[src/rtl/mnist_pkg.sv]
// Constants and state encoding shared by the MNIST inference controller and its
// output stage.
package mnist_pkg;

    localparam int NUM_CLASSES = 10;
    localparam int SCORE_W_DEF = 24;
    localparam int IDX_W       = 4;

    typedef enum logic [1:0] {
        IDLE    = 2'd0,
        COLLECT = 2'd1,
        RESOLVE = 2'd2,
        HOLD    = 2'd3
    } state_t;

endpackage

[src/rtl/argmax_tracker.sv]
// Running max / runner-up / tie tracker over one inference's class scores.
// Also keeps the seen-mask that rejects duplicate and out-of-range indices.
module argmax_tracker #(
    parameter int SCORE_W     = mnist_pkg::SCORE_W_DEF,
    parameter int NUM_CLASSES = mnist_pkg::NUM_CLASSES
) (
    input  logic                          clk,
    input  logic                          rst_n,
    input  logic                          clr,
    input  logic                          in_en,
    input  logic [mnist_pkg::IDX_W-1:0]   idx,
    input  logic signed [SCORE_W-1:0]     data,
    output logic                          acc,
    output logic                          bad,
    output logic [mnist_pkg::IDX_W-1:0]   max_idx,
    output logic signed [SCORE_W-1:0]     max_val,
    output logic signed [SCORE_W-1:0]     run_val,
    output logic                          tie,
    output logic [mnist_pkg::IDX_W:0]     cnt
);
    import mnist_pkg::*;

    localparam logic signed [SCORE_W-1:0] MOST_NEG = {1'b1, {(SCORE_W-1){1'b0}}};
    localparam logic [IDX_W-1:0]          IDX_LIM  = IDX_W'(NUM_CLASSES);

    logic [NUM_CLASSES-1:0] seen;
    logic                   oor;
    logic                   dup;

    assign oor = (idx >= IDX_LIM);
    assign dup = ~oor & seen[idx];
    assign acc = in_en & ~oor & ~dup;
    assign bad = in_en & (oor | dup);

    always_ff @(posedge clk or negedge rst_n) begin
        if (!rst_n) begin
            seen    <= '0;
            cnt     <= '0;
            max_idx <= '0;
            max_val <= '0;
            run_val <= '0;
            tie     <= 1'b0;
        end else if (clr) begin
            seen    <= '0;
            cnt     <= '0;
            max_idx <= '0;
            max_val <= '0;
            run_val <= '0;
            tie     <= 1'b0;
        end else if (acc) begin
            seen[idx] <= 1'b1;
            cnt       <= cnt + 1'b1;
            if (cnt == '0) begin
                max_idx <= idx;
                max_val <= data;
                run_val <= MOST_NEG;
                tie     <= 1'b0;
            end else if (data > max_val) begin
                run_val <= max_val;
                max_val <= data;
                max_idx <= idx;
                tie     <= 1'b0;
            end else if (data == max_val) begin
                // earlier arrival keeps the win; the equal score becomes runner-up
                tie     <= 1'b1;
                run_val <= data;
            end else if (data > run_val) begin
                run_val <= data;
            end
        end
    end

endmodule

[src/rtl/digit_argmax.sv]
// Inference output stage: collects class scores, resolves the winning digit on a
// check_max rising edge and offers it to the sink over valid/ready.
module digit_argmax #(
    parameter int SCORE_W     = mnist_pkg::SCORE_W_DEF,
    parameter int NUM_CLASSES = mnist_pkg::NUM_CLASSES,
    parameter int CNT_W       = 16
) (
    input  logic                          clk,
    input  logic                          rst_n,
    input  logic                          score_valid,
    input  logic [mnist_pkg::IDX_W-1:0]   score_idx,
    input  logic signed [SCORE_W-1:0]     score_data,
    input  logic                          check_max,
    input  logic                          result_ready,
    output logic                          result_valid,
    output logic [mnist_pkg::IDX_W-1:0]   result_digit,
    output logic signed [SCORE_W-1:0]     result_score,
    output logic [SCORE_W-1:0]            result_margin,
    output logic                          result_tie,
    output logic                          result_err,
    output logic [CNT_W-1:0]              inference_count
);
    import mnist_pkg::*;

    localparam logic [IDX_W:0] CNT_FULL = (IDX_W+1)'(NUM_CLASSES);
    localparam logic [IDX_W:0] CNT_TWO  = (IDX_W+1)'(2);

    state_t                    state, state_nxt;
    logic                      chk_q;
    logic                      req_p0;
    logic                      err_q;
    logic                      collecting;
    logic                      in_en;
    logic                      clr;
    logic                      acc;
    logic                      bad;
    logic                      tie;
    logic [IDX_W-1:0]          max_idx;
    logic signed [SCORE_W-1:0] max_val;
    logic signed [SCORE_W-1:0] run_val;
    logic [IDX_W:0]            cnt;
    logic signed [SCORE_W:0]   diff_p0;
    logic [SCORE_W-1:0]        margin_p0;
    logic                      err_p0;

    function automatic logic [SCORE_W-1:0] sat_margin(input logic signed [SCORE_W:0] d);
        logic signed [SCORE_W:0] lim;
        lim = $signed({1'b0, {SCORE_W{1'b1}}});
        if (d[SCORE_W])
            return '0;
        else if (d > lim)
            return '1;
        else
            return d[SCORE_W-1:0];
    endfunction

    assign collecting = (state == IDLE) || (state == COLLECT);
    assign in_en      = score_valid & collecting;

    argmax_tracker #(
        .SCORE_W     (SCORE_W),
        .NUM_CLASSES (NUM_CLASSES)
    ) u_tracker (
        .clk     (clk),
        .rst_n   (rst_n),
        .clr     (clr),
        .in_en   (in_en),
        .idx     (score_idx),
        .data    (score_data),
        .acc     (acc),
        .bad     (bad),
        .max_idx (max_idx),
        .max_val (max_val),
        .run_val (run_val),
        .tie     (tie),
        .cnt     (cnt)
    );

    // RESOLVE stage: margin and final error status from the frozen tracker
    assign diff_p0   = $signed({max_val[SCORE_W-1], max_val}) - $signed({run_val[SCORE_W-1], run_val});
    assign margin_p0 = (cnt < CNT_TWO) ? '0 : sat_margin(diff_p0);
    assign err_p0    = err_q | score_valid | (cnt != CNT_FULL);

    always_comb begin
        state_nxt = state;
        clr       = 1'b0;
        unique case (state)
            IDLE: begin
                if (req_p0)
                    state_nxt = RESOLVE;
                else if (acc)
                    state_nxt = COLLECT;
            end
            COLLECT: begin
                if (req_p0)
                    state_nxt = RESOLVE;
            end
            RESOLVE: state_nxt = HOLD;
            HOLD: begin
                if (result_ready) begin
                    state_nxt = IDLE;
                    clr       = 1'b1;
                end
            end
            default: state_nxt = IDLE;
        endcase
    end

    // Request is registered; rising edges while a result is pending are dropped here
    always_ff @(posedge clk or negedge rst_n) begin
        if (!rst_n) begin
            state  <= IDLE;
            chk_q  <= 1'b0;
            req_p0 <= 1'b0;
            err_q  <= 1'b0;
        end else begin
            state  <= state_nxt;
            chk_q  <= check_max;
            req_p0 <= check_max & ~chk_q & collecting;
            if (clr)
                err_q <= 1'b0;
            else if (bad)
                err_q <= 1'b1;
        end
    end

    // HOLD stage: result fields frozen until the sink accepts
    always_ff @(posedge clk or negedge rst_n) begin
        if (!rst_n) begin
            result_valid    <= 1'b0;
            result_digit    <= '0;
            result_score    <= '0;
            result_margin   <= '0;
            result_tie      <= 1'b0;
            result_err      <= 1'b0;
            inference_count <= '0;
        end else if (state == RESOLVE) begin
            result_valid  <= 1'b1;
            result_digit  <= max_idx;
            result_score  <= max_val;
            result_margin <= margin_p0;
            result_tie    <= tie;
            result_err    <= err_p0;
        end else if (clr) begin
            result_valid    <= 1'b0;
            inference_count <= inference_count + 1'b1;
        end
    end

endmodule
[config.mk]
export PLATFORM = sky130hd
export DESIGN_NAME = digit_argmax
export DESIGN_NICKNAME = d
export VERILOG_FILES = /design/src/rtl/mnist_pkg.sv /design/src/rtl/argmax_tracker.sv /design/src/rtl/digit_argmax.sv
export SDC_FILE = /design/constraint.sdc
export NUM_CORES = 1
export LEC_CHECK = 0
export ABC_AREA = 1
export BUFFER_PORTS_ARGS = -buffer_cell sky130_fd_sc_hd__clkbuf_2
export CORE_ASPECT_RATIO = 1.2
export CORE_MARGIN = 1
export CORE_UTILIZATION = 50
export CTS_CLUSTER_DIAMETER = 120
export DETAILED_ROUTE_END_ITERATION = 8
export GPL_TIMING_DRIVEN = 0
export HOLD_SLACK_MARGIN = 0.15
export PLACE_DENSITY = 0.67
export SLEW_MARGIN = 20
export SYNTH_ARGS = -nofsm -noshare
export SYNTH_HDL_FRONTEND = slang
export SYNTH_SLANG_ARGS = --single-unit
export TNS_END_PERCENT = 30
[constraint.sdc]
create_clock -name clk -period 4.3 [get_ports clk]
set_clock_uncertainty 0.1 [all_clocks]
set_input_delay 0.215 -clock clk [delete_from_list [all_inputs] [get_ports clk]]
set_output_delay 0.215 -clock clk [all_outputs]
set_load 0.01 [all_outputs]
==> results.toml <==
[global_routing]
grtUsageTotal = 0.261
grt_pass1_vias = 7515
grt_first_pass_wirelength_mm = 37.6
grt_antenna_before_repair = 0
grt-ovfl-total = 0
grt_max_degree = 54

[timing]
rsz0062_at_grt = "no"
period_minus_slack_ns = 2.84
fmax_ghz = 0.352
hold_violations = 0
setup_tns_ns = 0
tightest_slew_ns = 0.717
fin_crit_sh = 0.660
slew_headroom = 0.522
slew_viol_final = 0
setup_viol = 0

[cts]
cts_root_buffer = "clkbuf_16"
hold_buffers = 32
clk_latency_ns = 0.42
post_cts_buffers = 0
numCtsBuffers = 17
clock-sinks = 144
cts_tree = "built"
path_clk_slew_ns = 0.06
htreeDepth = 4
cts_resized = 0
clk_path_buf_depth = 2

[floorplanning]
ios = 104
core_area_sq_um = 17600
dieArea_sq_um = 18500
die_h_um = 149
start_util = 0.511
row_count = 53
die_w_um = 124

[drt]
wl_per_cell_um = 15.5
via_count = 8006
routed_wl_mm = 23.6
dr.pass1.iters = 7
drcViolationCount = 0
drt-vias-per-instance = 5.25
ant_nets = 0
drt-initial-drc-count = 500

[logic_synthesis]
syn_avg_cell_area_sq_um = 7.88
ys_seq_elements = 144
ys.flop_type = "dfrtp_1"
ys_types = 42
synth_top_area_cell = "dfrtp_1"
synth_top_area_frac = 0.401
syn-cell-area_sq_um = 8980
ys_async_sr_fraction = 1.00
synth_fp_nets = 1254
synth_edf_count = 0
synth_cells = 1140
synth.most_common_cell = "nand2_1"
ys_seq_area_frac = 0.401
synthTopCellsByArea = "dfrtp_1 (40%), nand2_1 (14%), ha_1 (11%)"
yosysWarnings = 0
synth_common_cells = "nand2_1 (332), dfrtp_1 (144), inv_1 (122)"

[place]
dpl.cell_count = 1462
dp_hpwl_mm = 17.9
dpl-instance-area_sq_um = 9820
finalWeightedCongestion = 0.893
port_buffers = 100

[critical_path]
crit_family = "simple AND/OR/NAND/NOR gates"
end_kind = "flip-flop"
cp_num_buf_inv = 2
cp-start-kind = "flip-flop"
slowest_delay_ns = 0.45
critical_path_required_ns = 4.51
crit_arrival_ns = 3.05
crit_type = "flip-flop to flip-flop"
cpMostUsedCell = "nand2_1"
crit_fanout = 10
reg2reg_depth = 13
crit_chain = "inv_1 > ha_1 > nand2_1 > nor2_1 > a21boi_1 > nor2_1 > nand3_1 > nand2_1 > nand3_2 > clkbuf_1 > o21ai_0 > nand3_1 > nand2_1"
slowest_stage = "dfrtp_1"
reg2reg_from = "u_tracker.max_val[23]"
rr_endpoint = "u_tracker.run_val[4]"
reg2reg_slack_ns = 1.46
startpoint = "u_tracker.max_val[23]"

[cells_and_area]
fin_nets = 1407
nFillCells = 1626
final-instance-count-excl-fill = 1526
n_antenna_cell = 0
area_delta_synth_final_pct = 20.0
drive_gt1_frac = 0.149
fin_area_sq_um = 10800

[outcome]
outcome = "finished clean"

[power_and_ir_drop]
power_density_nw_per_um2 = 803
power.leakage_nw = 5.66
ir_drop_uv = 363
p_total_mw = 8.66

[hold_path]
hold_class = "input port to asynchronous set/reset pin"

[run]
maxCapViolations = 0
## sequential cells by signal (all words and copies together), names as in the netlist, 2 cells and up
name               cells
result_margin         24
result_score          24
u_tracker.max_val     24
u_tracker.run_val     24
inference_count       16
u_tracker.seen        10
u_tracker.cnt          5
result_digit           4
u_tracker.max_idx      4
state                  2
## cells by family after synthesis
group | Yosys count | share of synthesized area
AND/OR/NAND/NOR | 504 | 0.236
adder cells (fa/ha/maj) | 81 | 0.114
AO/OA/AOI/OAI | 209 | 0.131
flip-flops | 144 | 0.401
XOR/XNOR | 36 | 0.0351
buffers and inverters | 166 | 0.0830
## layout by cell type, fill, tap and decap left out, types with 4 or more instances in the layout
cell type and instances:
o21ai_0 83, xnor2_1 14, clkinv_2 4, ha_1 80, clkbuf_16 17, xor2_1 22, buf_6 14, o21ai_1 28
o21ai_2 20, clkbuf_8 5, inv_1 122, nand4_1 18, inv_2 5, bufinv_16 4, clkbuf_1 16, dlygate4sd3_1 32
dfrtp_1 144, nand3_1 49, a21o_1 5, nand2_2 4, o21bai_1 7, nand2_1 332, nor3_1 12, clkbuf_2 99
nor4_1 5, a21oi_1 54, nor3b_1 4, nor2_1 68
## metrics by stage
step | hold WS [ns] | setup slack (ns) | utilization
after floorplan | -0.181 | 1.98 | -
after global placement | 0.239 | 0.415 | 0.555
after detailed placement | 0.0661 | 1.51 | 0.559
after CTS | 0.172 | 1.48 | 0.614
after global routing | 0.192 | 1.27 | 0.614
final | 0.176 | 1.46 | 0.614
## layout make-up
type                       instances  area [sq um]  area share
clock inverter                    10           156      0.0145
multi-input combinational        830          4630       0.430
tap                              220           275      0.0255
timing repair buffer             134           885      0.0820
sequential                       144          3600       0.334
inverter                         129           487      0.0451
clock buffer                      22           484      0.0449
buffer                            37           259      0.0240
## report_power, final
part | switching (mW) | internal, mW
registers | 0.314 | 1.85
clock network | 0.568 | 1.03
logic | 3.16 | 1.74
total | 4.04 | 4.62
## layer usage
metal | up-vias | global-route usage | wire length [um]
met4 | 0 | 0.0970 | 531
met1 | 3720 | 0.324 | 10400
li1 | 4032 | - | -
met3 | 36 | 0.0438 | 1040
met5 | - | 0 | 0
met2 | 218 | 0.454 | 11600
## worst max path at each step
stage / slack, ns / end / cells after the start
finish: 1.46 / u_tracker.run_val[4] / 13
floorplan: 1.98 / result_margin[12] / 15
detailed placement: 1.51 / u_tracker.run_val[4] / 13
global placement: 0.42 / result_score[15] / 1
CTS: 1.48 / u_tracker.run_val[4] / 14
global route: 1.27 / u_tracker.run_val[5] / 14
No activity file was read; power rests on OpenSTA's default activity.
